<file path="config.mk">
export PLATFORM = sky130hd
export DESIGN_NAME = uart_rx_fifo
export DESIGN_NICKNAME = d
export VERILOG_FILES = /design/src/rtl/uart_rx_fifo.sv
export SDC_FILE = /design/constraint.sdc
export NUM_CORES = 1
export LEC_CHECK = 0
export BUFFER_PORTS_ARGS = -buffer_cell sky130_fd_sc_hd__buf_4
export CAP_MARGIN = 25
export CORE_ASPECT_RATIO = 1.1
export CORE_MARGIN = 4
export CORE_UTILIZATION = 59
export CTS_CLUSTER_SIZE = 12
export DETAILED_ROUTE_END_ITERATION = 10
export HOLD_SLACK_MARGIN = 0.12
export PLACE_DENSITY = 0.78
export SYNTH_ARGS = -nofsm -noshare
export SYNTH_HDL_FRONTEND = slang
export SYNTH_SLANG_ARGS = --single-unit
</file>
<file path="constraint.sdc">
create_clock -name clk -period 3 [get_ports clk]
set_input_delay 0 -clock clk [delete_from_list [all_inputs] [get_ports clk]]
set_output_delay 0 -clock clk [all_outputs]
set_load 0.02 [all_outputs]
</file>
<file path="src/rtl/uart_rx_fifo.sv">
// Receive byte FIFO between the UART receiver and the command control unit, with paced single-cycle pops.
// Optional build macro RX_CMD_FILTER_EN: store only the command bytes 'r' (8'h72) and 's' (8'h73).
module uart_rx_fifo #(
   parameter int DATA_W     = 8,
   parameter int DEPTH_LOG2 = 3,
   parameter int POP_GAP    = 3
) (
   input  logic                  clk,
   input  logic                  rst,
   input  logic                  rx_done,
   input  logic [DATA_W-1:0]     rx_data,
   input  logic                  ovf_clr,
   output logic                  Rx_trigger,
   output logic [DATA_W-1:0]     Rx_fifo_data,
   output logic                  full,
   output logic                  empty,
   output logic [DEPTH_LOG2:0]   count,
   output logic                  overflow
);

   localparam int DEPTH = 1 << DEPTH_LOG2;
   localparam int GAP_W = (POP_GAP > 2) ? $clog2(POP_GAP) : 1;

   localparam logic [DEPTH_LOG2-1:0] PTR_ONE  = DEPTH_LOG2'(1'b1);
   localparam logic [DEPTH_LOG2:0]   CNT_ONE  = (DEPTH_LOG2+1)'(1'b1);
   localparam logic [DEPTH_LOG2:0]   CNT_ZERO = (DEPTH_LOG2+1)'(1'b0);
   localparam logic [DEPTH_LOG2:0]   CNT_FULL = (DEPTH_LOG2+1)'(DEPTH);
   localparam logic [GAP_W-1:0]      GAP_ONE  = GAP_W'(1'b1);
   localparam logic [GAP_W-1:0]      GAP_ZERO = GAP_W'(1'b0);
   localparam logic [GAP_W-1:0]      GAP_LOAD = GAP_W'(POP_GAP - 2);

   typedef enum logic [1:0] {
      ST_IDLE = 2'd0,
      ST_POP  = 2'd1,
      ST_WAIT = 2'd2
   } state_e;

   state_e                  state_q, state_d;
   logic [GAP_W-1:0]        gap_q, gap_d;
   logic [DEPTH_LOG2-1:0]   wptr_q, wptr_d;
   logic [DEPTH_LOG2-1:0]   rptr_q, rptr_d;
   logic [DEPTH_LOG2:0]     count_q, count_d;
   logic                    ovf_q, ovf_d;
   logic                    trig_q, trig_d;
   logic [DATA_W-1:0]       data_q, data_d;
   logic [DATA_W-1:0]       mem [DEPTH];

   logic                    full_s, empty_s;
   logic                    byte_ok_s, push_req_s, push_s, pop_s, drop_s;

`ifdef RX_CMD_FILTER_EN
   function automatic logic is_cmd_byte(input logic [DATA_W-1:0] b);
      return (b == DATA_W'(8'h72)) || (b == DATA_W'(8'h73));
   endfunction

   assign byte_ok_s = is_cmd_byte(rx_data);
`else
   assign byte_ok_s = 1'b1;
`endif

   assign full_s     = (count_q == CNT_FULL);
   assign empty_s    = (count_q == CNT_ZERO);
   // Pops only look at the registered count, so a byte can never fall through in its push cycle.
   assign pop_s      = (state_q == ST_IDLE) && !empty_s;
   assign push_req_s = rx_done && byte_ok_s;
   assign push_s     = push_req_s && (!full_s || pop_s);
   assign drop_s     = push_req_s && !push_s;

   // Occupancy, write pointer and sticky overflow next-state.
   always_comb begin
      wptr_d  = wptr_q;
      count_d = count_q;
      ovf_d   = ovf_q;
      if (push_s) begin
         wptr_d = wptr_q + PTR_ONE;
      end else begin
         wptr_d = wptr_q;
      end
      case ({push_s, pop_s})
         2'b10:   count_d = count_q + CNT_ONE;
         2'b01:   count_d = count_q - CNT_ONE;
         default: count_d = count_q;
      endcase
      if (drop_s) begin
         ovf_d = 1'b1;
      end else if (ovf_clr) begin
         ovf_d = 1'b0;
      end else begin
         ovf_d = ovf_q;
      end
   end

   // Pop engine: IDLE pops, POP holds the trigger, WAIT paces the next pop.
   always_comb begin
      state_d = state_q;
      gap_d   = gap_q;
      trig_d  = 1'b0;
      data_d  = data_q;
      rptr_d  = rptr_q;
      case (state_q)
         ST_IDLE: begin
            if (pop_s) begin
               state_d = ST_POP;
               trig_d  = 1'b1;
               data_d  = mem[rptr_q];
               rptr_d  = rptr_q + PTR_ONE;
            end else begin
               state_d = ST_IDLE;
            end
         end
         ST_POP: begin
            if (POP_GAP > 2) begin
               state_d = ST_WAIT;
               gap_d   = GAP_LOAD;
            end else begin
               state_d = ST_IDLE;
               gap_d   = GAP_ZERO;
            end
         end
         ST_WAIT: begin
            // The WAIT entry cycle already counts, so leave as the count reaches zero.
            if (gap_q <= GAP_ONE) begin
               state_d = ST_IDLE;
               gap_d   = GAP_ZERO;
            end else begin
               state_d = ST_WAIT;
               gap_d   = gap_q - GAP_ONE;
            end
         end
         default: begin
            state_d = ST_IDLE;
            gap_d   = GAP_ZERO;
         end
      endcase
   end

   // Control and output registers.
   always_ff @(posedge clk or negedge rst) begin
      if (!rst) begin
         state_q <= ST_IDLE;
         gap_q   <= GAP_ZERO;
         wptr_q  <= {DEPTH_LOG2{1'b0}};
         rptr_q  <= {DEPTH_LOG2{1'b0}};
         count_q <= CNT_ZERO;
         ovf_q   <= 1'b0;
         trig_q  <= 1'b0;
         data_q  <= {DATA_W{1'b0}};
      end else begin
         state_q <= state_d;
         gap_q   <= gap_d;
         wptr_q  <= wptr_d;
         rptr_q  <= rptr_d;
         count_q <= count_d;
         ovf_q   <= ovf_d;
         trig_q  <= trig_d;
         data_q  <= data_d;
      end
   end

   // Storage array; a pop on a full-FIFO push edge still reads the old entry.
   always_ff @(posedge clk) begin
      if (push_s) begin
         mem[wptr_q] <= rx_data;
      end
   end

   assign Rx_trigger   = trig_q;
   assign Rx_fifo_data = data_q;
   assign full         = full_s;
   assign empty        = empty_s;
   assign count        = count_q;
   assign overflow     = ovf_q;

endmodule

</file>
# Yosys cells after proc, flatten, opt, wreduce, memory -nomap -nowiden
# Memories as Yosys holds them, arrays and structs flattened. A register that Yosys moved wholly into a read port is not among the register bits.
# Index checks and enable logic that the tools add are counted.
# word_totals
regBits,16
ram_bits,64
input_bits,12
output_inout_bits,16
elab_cells,44
mem_count,1
# memory_table
name,words,width,read_ports,rd_ports_with_merged_regs,wr,line_no,source
mem,8,8,1,1,1,46,logic [DATA_W-1:0] mem [DEPTH];
# op_classes
add_sub_neg,5
order_cmp,1
n_eq_ne,5
muxes,12
reduce_logical,13
# ops
operator,count
2-bit case mux with 3 select lines,2
4-bit case mux with 2 select lines,1
1-bit two-way mux,7
3-bit by 1-bit adder with 3-bit output (second input constant),2
4-bit by 1-bit adder with 4-bit output (second input constant),1
2-bit by 1-bit == test with 1-bit output (second input constant),2
2-bit == test (second input constant),2
4-bit == test (second input constant),1
1-bit zero test,4
4-bit zero test,1
2-bit two-way mux,2
2-bit nonzero test,2
4-bit by 1-bit subtractor with 4-bit output (second input constant),1
1-bit logical AND,3
2-bit by 1-bit less-or-equal comparator with 1-bit output (second input constant),1
2-bit zero test,1
2-bit AND reduction,1
2-bit by 1-bit subtractor with 2-bit output (second input constant),1
1-bit logical OR,1

# Depth between registers and ports, before layout
# Gate-level depths: netlist of run 1.
# depth
depth_word,8
ltp_mapped,10

# Least setup slack after synthesis of run 1
# Ideal clock, no wire load.
# synth_path
path_type,flip-flop to flip-flop
start,"register count_q[0], in the netlist count[0]"
end,"register count_q[3], in the netlist count[3]"
t_arrival_ns,2.447
required_ns,2.884
setup_slack_ns,0.437
stages_incl_launch_ff,9
n_path_buf,0
path_cell_list,dfrtp_1 or4b_4 o21a_4 clkinv_4 ha_1 ha_1 a21oi_1 o21ai_0 o311ai_0
# synth_between
elab_chain_len,7
# synth_lines
element,line_no,source
start: declaration,42,"logic [DEPTH_LOG2:0] count_q, count_d;"
start signal: assignment,153,count_q <= count_d;
4-bit zero test,62,assign empty_s = (count_q == CNT_ZERO);
1-bit zero test,64,assign pop_s = (state_q == ST_IDLE) && !empty_s;
1-bit logical AND,64,
1-bit logical OR,66,assign push_s = push_req_s && (!full_s || pop_s);
1-bit logical AND,66,
2-bit by 1-bit == test with 1-bit output / 2-bit == test (equally long branches),79,"case ({push_s, pop_s})"
4-bit case mux with 2 select lines / 2-bit nonzero test (equally long branches),n/a,
# Several ways; a longest one is shown, not always the timed one.
# A chain may end at the register's enable or synchronous reset.

# Worst setup path after layout of run 1
# Same ends and word-level chain as after synthesis.

==> metrics, run 1 <==
register clock-pin slew on the reported worst setup and hold paths 100 ps; final-report setup violation count 0; global routing usage on met3 5.47%; Power Dens Cells 1000 nW/um^2; Synth Cell Area 3660 sq um; Detail Placement HPWL 4180 microns; R2R Path End count[3]; count of fill cells added during filler insertion 371; IO buf count 27; synth top area cells sky130_fd_sc_hd__edfxtp_1, sky130_fd_sc_hd__dfrtp_1, sky130_fd_sc_hd__mux2i_1, sky130_fd_sc_hd__mux2_2, sky130_fd_sc_hd__ha_1; count of max-cap constraint violations 0; share of the yosys chip area belonging to registers 68.9%; number of nets with antenna violations after routing 0; static leakage power 1.70 nW; WS Path Type reg2reg; final worst clock skew 11.6 ps; Antenna Cells 0; die area 7530 sq um; element type at the critical path start flop; biggest cell delay along the critical path 580 ps; Psw 1.60 mW; Async SR Flop Fraction 27.3%; series of cell instances along the critical path or4b_4 > o21a_4 > clkinv_4 > ha_1 > ha_1 > a21oi_1 > o21ai_0 > o311ai_0; combined global-route utilization of all metal layers 19.2%; post-detailed-routing wire length 6690 microns; sequential cell area in the final layout 2520 sq um; number of cells in the design after placement 346; Worst Min Path Start rx_data[1]; total design power 4.35 mW; number of levels the H-tree was split into 3; worst reg2reg path startpoint count[0]; per-cell via count in the routed design 5.59; area after detailed placement 3980 sq um; number of nets in the layout 316; critical path data required time 3230 ps; final std cell area, no fill 4340 sq um; Post-synth EDFFs 64; Net Count, Synth 263; last weighted congestion value of the routability-driven placer 0.695; synthesized instance count 241; final-report max-slew violation count 0; DRT Pass-1 Iters 4; met2 Usage GRT 30.4%; clock period minus worst slack 2750 ps; initial core utilization 62.3%; post-synthesis cell type count 37; number of cells on the worst reg-to-reg path 8; most common cell in the synthesized netlist sky130_fd_sc_hd__edfxtp_1; signal arrival time at the worst endpoint 2980 ps; count of standard-cell rows 29; RSZ-0062 raised after global routing false; met1 capacity usage during global routing 25.8%; peak-usage layer in the global routing report met2; Max Freq 0.364 GHz; Final Instance Count excl. Fillers 376; highest-delay cell along the critical path sky130_fd_sc_hd__or4b_4; cell type with the highest occurrence count on the critical path sky130_fd_sc_hd__ha_1; synth cell count leaders sky130_fd_sc_hd__edfxtp_1, sky130_fd_sc_hd__dfrtp_1, sky130_fd_sc_hd__nand2_1; share of total power consumed by net switching 36.8%; part of the total power dissipated in the clock network 19.6%; count of cells resized by post-cts repair 0; highest net fanout along the worst path 8; proportion of power drawn by flip-flops and latches 41.1%; Fin Setup TNS 0 ps; FF+latch count, synth 88; footprint of the multi-input gates 1030 sq um; TritonCTS buffer count 9; cell-internal power 2.75 mW; capturing element type of the critical path flop; relative slew slack 46.7%; number of hold buffers added after CTS 13; hold slack 419 ps; clock root cell sky130_fd_sc_hd__clkbuf_8; area added between synthesis and finish 18.7%; post-CTS setup buffer count 0; via count of the first global-routing pass 2136; largest net degree at the start of global routing 35; total vias in the final route 2100; IR Drop Worst-Case VDD 0.000542 V; Most used DFF post-synth sky130_fd_sc_hd__edfxtp_1; TritonCTS clock tree built; number of sinks handled by clock tree synthesis 88; global-route wire length before repair 11100 microns; worst reg-to-reg setup slack 250 ps; Worst Hold Endpoint mem[7][1]; number of antenna violations at the first check in global routing 0; dominant cell type by area after synthesis sky130_fd_sc_hd__edfxtp_1; clock latency of the later-clocked register in the worst-skew pair 350 ps; Detailed Route Iter0 Violations 169; number of design rule violations left after detail routing 0; slew at the pin with the worst max-slew slack 798 ps; Clock Tree Buf Depth 2; Die Span Y 90.6 microns; total gr overflow 0; post-route fraction of the period consumed by the critical path 91.6%; classification of the worst-slack hold path in2reg; I/O pins 28; DR WL/cell 17.8 microns; Hold Crit Depth 2; Post-Synthesis Mean Instance Area 15.2 sq um; outcome finished clean; Die X 83.1 microns; total number of yosys warnings 0; fraction of final layout cells sized beyond drive strength 1 25.1%; Combinational Power Share 39.3%; placeable core region 5880 sq um; share of the synthesized area in the top cell type 52.5%; Final Hold Vio Count 0
## cells by family (layout without fill, tap and decap cells)
group | count (synthesis) | after routing | share of synthesized area [%]
mux | 34 | 34 | 9.85
compound gates | 35 | 35 | 6.77
buf+inv | 21 | 79 | 3.15
fa+ha+maj | 10 | 10 | 3.62
simple gates | 47 | 47 | 6.26
xor+xnor | 6 | 6 | 1.44
flops | 88 | 88 | 68.9
## power groups by stage
stage / Combinational, mW / Clock, mW / Sequential [mW]
global route: 1.89 / 0.917 / 1.82
detailed placement: 1.69 / 0 / 1.81
global placement: 1.64 / 0 / 1.79
CTS: 1.71 / 0.861 / 1.79
floorplan: 1.11 / 0 / 1.89
finish: 1.71 / 0.851 / 1.79
## metal layers
metal | vias up | wire length, microns
li1 | 1008 | -
met1 | 1032 | 2900
met2 | 52 | 3350
met3 | 8 | 362
met4 | 0 | 82
met5 | - | 0
## registers in the layout, summed over array words and instances (netlist names)
| register | count |
|---|---|
| gap_q | 2 |
| overflow | 1 |
| state_q | 2 |
| count | 4 |
| wptr_q | 3 |
| Rx_fifo_data | 8 |
| rptr_q | 3 |
| Rx_trigger | 1 |
| mem | 64 |
## cells in the final DEF, fill, tap and decap left out, types with 2 or more instances in the layout
cell / instances
sky130_fd_sc_hd__a221o_1: 8
sky130_fd_sc_hd__buf_4: 37
sky130_fd_sc_hd__clkbuf_8: 9
sky130_fd_sc_hd__clkinvlp_4: 2
sky130_fd_sc_hd__dfrtp_1: 24
sky130_fd_sc_hd__dlygate4sd3_1: 13
sky130_fd_sc_hd__edfxtp_1: 64
sky130_fd_sc_hd__ha_1: 9
sky130_fd_sc_hd__inv_1: 11
sky130_fd_sc_hd__inv_6: 2
sky130_fd_sc_hd__inv_8: 2
sky130_fd_sc_hd__mux2_2: 16
sky130_fd_sc_hd__mux2i_1: 18
sky130_fd_sc_hd__nand2_1: 22
sky130_fd_sc_hd__nand2b_1: 4
sky130_fd_sc_hd__nor2_1: 6
sky130_fd_sc_hd__nor2b_1: 2
sky130_fd_sc_hd__nor3_1: 5
sky130_fd_sc_hd__nor4_1: 3
sky130_fd_sc_hd__o21ai_0: 5
sky130_fd_sc_hd__o21ai_1: 8
sky130_fd_sc_hd__o22ai_1: 8
sky130_fd_sc_hd__xnor2_1: 5
## final cells by class
type,instances,share of cell area (%)
Timing Repair Buffer,51,10.0
Inverter,12,1.15
Sequential cell,88,58.1
Clock buffer,9,2.85
Multi-Input combinational cell,132,23.7
Clock inverter,7,1.96
Tap cell,77,2.22
## worst max-delay path by stage
stage,endpoint,from,slack (ps)
after global routing,count[3],count[0],0.9
after CTS,count[3],count[0],250
final,count[3],count[0],250
after floorplan,count[3],count[0],440
after global placement,count[3],count[0],390
after detailed placement,count[3],count[0],260
## per-stage QoR
stage	setup slack [ps]	utilization, %
after detailed placement	260	67.6
after global routing	0.929	73.9
final	252	73.9
after floorplan	437	-
after global placement	385	67.6
after CTS	247	73.4
## critical path: cells and delay by family (launching register included)
family / cells / cell delay [ps]
buffers and inverters: 1 / 70
AOI/OAI and AO/OA: 4 / 960
DFF: 1 / 470
adders and majority gates: 2 / 560
and+or+nand+nor: 1 / 580
(Power assumes the default switching activity.)
==> inputs of run 2 (changes only) <==
--- a/config.mk
+++ b/config.mk
@@ -7,13 +7,15 @@
 export LEC_CHECK = 0
 export BUFFER_PORTS_ARGS = -buffer_cell sky130_fd_sc_hd__buf_4
 export CAP_MARGIN = 25
+export CELL_PAD_IN_SITES_DETAIL_PLACEMENT = 1
+export CELL_PAD_IN_SITES_GLOBAL_PLACEMENT = 1
 export CORE_ASPECT_RATIO = 1.1
 export CORE_MARGIN = 4
-export CORE_UTILIZATION = 59
+export CORE_UTILIZATION = 50
 export CTS_CLUSTER_SIZE = 12
 export DETAILED_ROUTE_END_ITERATION = 10
 export HOLD_SLACK_MARGIN = 0.12
-export PLACE_DENSITY = 0.78
+export PLACE_DENSITY_LB_ADDON = 0.1
 export SYNTH_ARGS = -nofsm -noshare
 export SYNTH_HDL_FRONTEND = slang
 export SYNTH_SLANG_ARGS = --single-unit
==> run 2 against run 1 <==
Net effect:
- clock skew grew 0.57 ps
- total power shrank 1.8%
- via count is essentially flat
- non-clock buffer count grew 1
- cell count grew 2.4%
- sequential share of layout area grew 0.32 points
- critical path depth is the same
- fmax is essentially flat
==> metrics, run 2 (same netlist as run 1, synthesis figures left out) <==
outcome finished clean; total design power 4.27 mW (-1.8%); Power Dens Cells 988 nW/um^2 (-1.3%); register clock-pin slew on the reported worst setup and hold paths 90 ps (about the same); worst reg2reg path startpoint count[0]; total vias in the final route 2098 (-0.095%); count of max-cap constraint violations 0 (unchanged); most used cells in the layout excluding fill and tap cells sky130_fd_sc_hd__edfxtp_1, sky130_fd_sc_hd__buf_4, sky130_fd_sc_hd__dfrtp_1; clock root cell sky130_fd_sc_hd__clkbuf_8; initial core utilization 51.6% (-11 points); share of total power consumed by net switching 37.7% (+0.86 points); number of sinks handled by clock tree synthesis 88 (unchanged); relative slew slack 37.9% (-8.8 points); number of design rule violations left after detail routing 0 (unchanged); element type at the critical path start flop; post-route fraction of the period consumed by the critical path 91.5% (about the same); metal3 WL 241 microns (-33%); die area 8750 sq um (+16%); placeable core region 7090 sq um (+21%); Hold Crit Depth 2 (unchanged); number of cells on the worst reg-to-reg path 8 (unchanged); signal arrival time at the worst endpoint 2980 ps (about the same); number of cells in the design after placement 355 (+2.6%); Combinational Power Share 39.4% (about the same); Final Instance Count excl. Fillers 385 (+2.4%); final critical-path setup slack 254 ps (+2.05 ps); IO buf count 27 (unchanged); Psw 1.61 mW (+0.50%); last weighted congestion value of the routability-driven placer 0.803 (+16%); clock latency of the later-clocked register in the worst-skew pair 360 ps (about the same); proportion of power drawn by flip-flops and latches 43.3% (+2.2 points); capturing element type of the critical path flop; global-route wire length before repair 12000 microns (+8.6%); most frequent standard cell in the layout excluding fill and tap cells sky130_fd_sc_hd__edfxtp_1; Detail Route met2 WL 4030 microns (+20%); Die X 89.6 microns (+7.8%); final std cell area, no fill 4320 sq um (-0.55%); part of the total power dissipated in the clock network 17.3% (-2.3 points); Largest Register mem; clock period minus worst slack 2750 ps (-2.05 ps); number of flip-flops in the largest register 64 (unchanged); area after detailed placement 3990 sq um (+0.44%); number of nets with antenna violations after routing 0 (unchanged); Antenna Cells 0 (unchanged); DRT Pass-1 Iters 4 (unchanged); post-detailed-routing wire length 7610 microns (+14%); per-cell via count in the routed design 5.45 (-2.4%); Clock Tree Buf Depth 2 (unchanged); Final Hold Vio Count 0 (unchanged); classification of the worst-slack hold path in2reg; R2R Path End count[3]; slew at the pin with the worst max-slew slack 932 ps (+134 ps); top layer reached by signal wires met4; DR WL/cell 19.8 microns (+11%); area added between synthesis and finish 18.0%; CP Launch Point count[0]; number of antenna violations at the first check in global routing 0 (unchanged); number of levels the H-tree was split into 3 (unchanged); critical path data required time 3230 ps (about the same); RSZ-0062 raised after global routing false; final worst clock skew 12.2 ps (+0.572 ps); number of nets in the layout 317 (+0.32%); Worst Min Path Start rx_data[5]; Detailed Route Iter0 Violations 110 (-35%); Max Freq 0.364 GHz (about the same); TritonCTS clock tree built; count of standard-cell rows 32 (+10%); final-report max-slew violation count 0 (unchanged); Worst Hold Endpoint mem[6][5]; cell-internal power 2.66 mW (-3.1%); Detail Placement HPWL 4830 microns (+15%); TritonCTS buffer count 9 (unchanged); largest net degree at the start of global routing 25 (-29%); highest net fanout along the worst path 8 (unchanged); Fin Setup TNS 0 ps (unchanged); worst reg-to-reg setup slack 250 ps (about the same); fraction of final layout cells sized beyond drive strength 1 25.3% (+0.25 points); IR Drop Worst-Case VDD 0.000562 V (+3.7%); combined global-route utilization of all metal layers 19.1% (-0.11 points); total gr overflow 0 (unchanged); static leakage power 1.68 nW (-1.2%); routed length on met1 3210 microns (+11%); worst-case setup slack after placement 164 ps (-95.8 ps); via count of the first global-routing pass 2190 (+2.5%); final-report setup violation count 0 (unchanged); WS Path Type reg2reg; Die Span Y 97.7 microns (+7.9%); I/O pins 28 (unchanged)
==> run 2: layout make-up <==
cell class | instances | area, sq um
clock buffer | 10 | 128
clock inverter | 6 | 45.0
fill | 678 | 2770
inverter | 12 | 50.0
multi-input combinational | 132 | 1030
sequential | 88 | 2520
tap | 85 | 106
timing repair buffer | 52 | 435
==> run 2: layer usage <==
layer	GRT usage (%)	up-vias
met1	24.9	1049
met2	31.9	30
met5	0	-
li1	-	1007
met4	6.87	0
met3	2.78	12
==> run 2: how the worst max path moves through the flow <==
stage / endpoint / slack (ps) / depth (start not counted)
global placement: count[3] / 370 / 8
detailed placement: count[3] / 160 / 8
global route: count[3] / 70 / 8
floorplan: count[3] / 440 / 8
CTS: count[3] / 140 / 8
finish: count[3] / 250 / 8
==> run 2: what timing repair did <==
| item | in CTS | in global routing |
|---|---|---|
| buffers inserted | 0 | 0 |
| gates resized for setup | 0 | 1 |
| setup endpoints to repair | 0 | 1 |
| endpoints found under the hold margin | 92 | 0 |
| hold buffers | 14 | 0 |
==> run 2: stage by stage <==
| stage | hold WS (ps) | util [%] |
|---|---|---|
| 2_1_floorplan | -296 | - |
| 3_3_place_gp | -68.4 | 56.4 |
| 3_5_place_dp | -72.0 | 56.4 |
| 4_1_cts | 406 | 60.9 |
| 5_1_grt | 417 | 60.9 |
| 6_report | 419 | 60.9 |
==> run 2: power by group through the flow <==
stage,logic [mW],clock network (mW),registers [mW]
floorplan,1.11,0,1.89
global placement,1.61,0,1.85
detailed placement,1.66,0,1.88
CTS,1.69,0.752,1.85
global route,1.85,0.821,1.89
finish,1.68,0.738,1.85
==> run 2: critical path, stage by stage (launching register included) <==
cell	delay (ps)
sky130_fd_sc_hd__dfrtp_1	470
sky130_fd_sc_hd__or4b_4	580
sky130_fd_sc_hd__o21a_4	240
sky130_fd_sc_hd__clkinv_4	70
sky130_fd_sc_hd__ha_2	250
sky130_fd_sc_hd__ha_1	250
sky130_fd_sc_hd__a21oi_1	220
sky130_fd_sc_hd__o21ai_0	150
sky130_fd_sc_hd__o311ai_0	380
==> inputs of run 3 (changes only) <==
--- a/config.mk
+++ b/config.mk
@@ -15,7 +15,7 @@
 export CTS_CLUSTER_SIZE = 12
 export DETAILED_ROUTE_END_ITERATION = 10
 export HOLD_SLACK_MARGIN = 0.12
-export PLACE_DENSITY_LB_ADDON = 0.1
+export PLACE_DENSITY = 0.87
 export SYNTH_ARGS = -nofsm -noshare
 export SYNTH_HDL_FRONTEND = slang
 export SYNTH_SLANG_ARGS = --single-unit
==> run 3 against run 2 <==
Net effect:
- core utilization is 0.49 points higher
- first-iteration DRC count is 40% higher
- clock power is 17% higher
- combinational power is 5% higher
- non-clock buffer count is 1 lower
- critical path type unchanged
- highest routed layer unchanged
==> metrics, run 3 (same netlist as run 1, synthesis figures left out) <==
outcome finished clean; final-report max-slew violation count 0 (unchanged); total vias in the final route 2183 (+4.1%); via count of the first global-routing pass 2386 (+8.9%); Die X 89.6 microns (unchanged); slew at the pin with the worst max-slew slack 782 ps (-150 ps); number of nets with antenna violations after routing 0 (unchanged); fraction of final layout cells sized beyond drive strength 1 25.4% (+0.085 points); Worst Hold Endpoint mem[6][1]; total design power 4.44 mW (+4.1%); placeable core region 7090 sq um (unchanged); Detailed Route Iter0 Violations 154 (+40%); last weighted congestion value of the routability-driven placer 0.750 (-6.6%); element type at the critical path start flop; highest net fanout along the worst path 8 (unchanged); Die Span Y 97.7 microns (unchanged); final std cell area, no fill 4350 sq um (+0.81%); total gr overflow 0 (unchanged); global-route wire length before repair 12800 microns (+6.5%); Max Freq 0.362 GHz (-0.57%); largest net degree at the start of global routing 35 (+40%); RSZ-0062 raised after global routing false; Detail Placement HPWL 5580 microns (+15%); Final Instance Count excl. Fillers 384 (-0.26%); combined global-route utilization of all metal layers 20.4% (+1.3 points); area added between synthesis and finish 19.0%; Worst Min Path Start rx_data[1]; Clock Tree Buf Depth 2 (unchanged); Antenna Cells 0 (unchanged); number of nets in the layout 316 (-0.32%); number of cells on the worst reg-to-reg path 8 (unchanged); number of levels the H-tree was split into 3 (unchanged); hold slack 408 ps (-10.6 ps); post-route fraction of the period consumed by the critical path 92.0% (+0.52 points); initial core utilization 51.6% (unchanged); capturing element type of the critical path flop; final-report setup violation count 0 (unchanged); DR WL/cell 21.6 microns (+9.0%); number of design rule violations left after detail routing 0 (unchanged); critical path data required time 3260 ps (+30 ps); worst-case setup slack after placement 188 ps (+24.0 ps); worst reg-to-reg setup slack 240 ps (-20 ps); static leakage power 1.70 nW (+1.3%); count of fill cells added during filler insertion 689 (+1.6%); Hold Crit Depth 2 (unchanged); Largest Register mem; Fin Setup TNS 0 ps (unchanged); relative slew slack 47.5% (+9.6 points); classification of the worst-slack hold path in2reg; Power Dens Cells 1020 nW/um^2 (+3.2%); utilization after layout 61.4% (+0.49 points); final critical-path setup slack 239 ps (-15.6 ps); register clock-pin slew on the reported worst setup and hold paths 100 ps (about the same); signal arrival time at the worst endpoint 3020 ps (+40 ps); IR Drop Worst-Case VDD 0.000401 V (-29%); clock period minus worst slack 2760 ps (+15.6 ps); clock root cell sky130_fd_sc_hd__clkbuf_8; DRT Pass-1 Iters 4 (unchanged); TritonCTS buffer count 9 (unchanged); most frequent standard cell in the layout excluding fill and tap cells sky130_fd_sc_hd__edfxtp_1; IO buf count 27 (unchanged); TritonCTS clock tree built; WS Path Type reg2reg; die area 8750 sq um (unchanged); area after detailed placement 3990 sq um (-0.19%); number of antenna violations at the first check in global routing 0 (unchanged); I/O pins 28 (unchanged); number of cells in the design after placement 354 (-0.28%); clock latency of the later-clocked register in the worst-skew pair 360 ps (about the same); post-detailed-routing wire length 8280 microns (+8.8%); count of standard-cell rows 32 (unchanged); worst reg2reg path startpoint count[0]; R2R Path End count[3]; per-cell via count in the routed design 5.68 (+4.3%); Final Hold Vio Count 0 (unchanged); count of max-cap constraint violations 0 (unchanged); post-CTS setup buffer count 0 (unchanged); most used cells in the layout excluding fill and tap cells sky130_fd_sc_hd__edfxtp_1, sky130_fd_sc_hd__buf_4, sky130_fd_sc_hd__dfrtp_1; number of flip-flops in the largest register 64 (unchanged); final worst clock skew 11.4 ps (-0.808 ps); number of sinks handled by clock tree synthesis 88 (unchanged)
[run 3: changes by cell type in the layout (fill, tap and decap cells not counted)]
cell and change:
sky130_fd_sc_hd__bufinv_16 +1, sky130_fd_sc_hd__clkbuf_1 -1, sky130_fd_sc_hd__buf_12 -1, sky130_fd_sc_hd__buf_16 +1, sky130_fd_sc_hd__inv_8 +1, sky130_fd_sc_hd__clkinv_2 -1
sky130_fd_sc_hd__clkinvlp_4 -2, sky130_fd_sc_hd__inv_6 +1, sky130_fd_sc_hd__clkinv_4 +1, sky130_fd_sc_hd__buf_4 -1
[run 3: metal layers]
layer / up-vias / GRT usage, % / routed length, microns
li1: 1006 / - / -
met1: 1105 / 24.0 / 3230
met2: 56 / 35.0 / 4490
met3: 16 / 3.97 / 368
met4: 0 / 9.39 / 191
met5: - / 0 / 0
[run 3: area by class of cell]
| type | count | area, sq um | share of cell area, % |
|---|---|---|---|
| Multi-Input combinational cell | 132 | 1030 | 23.7 |
| Timing Repair Buffer | 51 | 435 | 10.0 |
| Sequential cell | 88 | 2520 | 57.9 |
| Clock buffer | 9 | 124 | 2.84 |
| Inverter | 12 | 50.0 | 1.15 |
| Tap cell | 85 | 106 | 2.44 |
| Clock inverter | 7 | 83.8 | 1.93 |
[run 3: timing repair]
item / 4_1_cts / 5_1_grt
hold buffers: 13 / 0
resized for setup: 0 / 1
setup endpoints to repair: 0 / 1
hold endpoints to repair: 92 / 0
[run 3: power breakdown]
group          switching, mW  total [mW]  internal (mW)
Sequential             0.201        1.81           1.60
Combinational           1.03        1.77          0.748
Clock                  0.461       0.862          0.401
Total                   1.69        4.44           2.75
[run 3: worst max-delay path by stage]
stage	startpoint	endpoint	slack, ps	cells after the start
global route	count[0]	count[3]	70	8
detailed placement	count[0]	count[3]	190	8
global placement	count[0]	count[3]	380	8
CTS	count[0]	count[3]	180	8
finish	count[0]	count[3]	240	8
floorplan	count[0]	count[3]	440	8
[run 3: critical path, cell delays in order, from the launching register on]
cell	delay, ps
sky130_fd_sc_hd__dfrtp_1	470
sky130_fd_sc_hd__or4b_4	590
sky130_fd_sc_hd__o21a_4	240
sky130_fd_sc_hd__clkinv_4	80
sky130_fd_sc_hd__ha_2	260
sky130_fd_sc_hd__ha_1	250
sky130_fd_sc_hd__a21oi_1	270
sky130_fd_sc_hd__o21ai_0	160
sky130_fd_sc_hd__o311ai_0	320
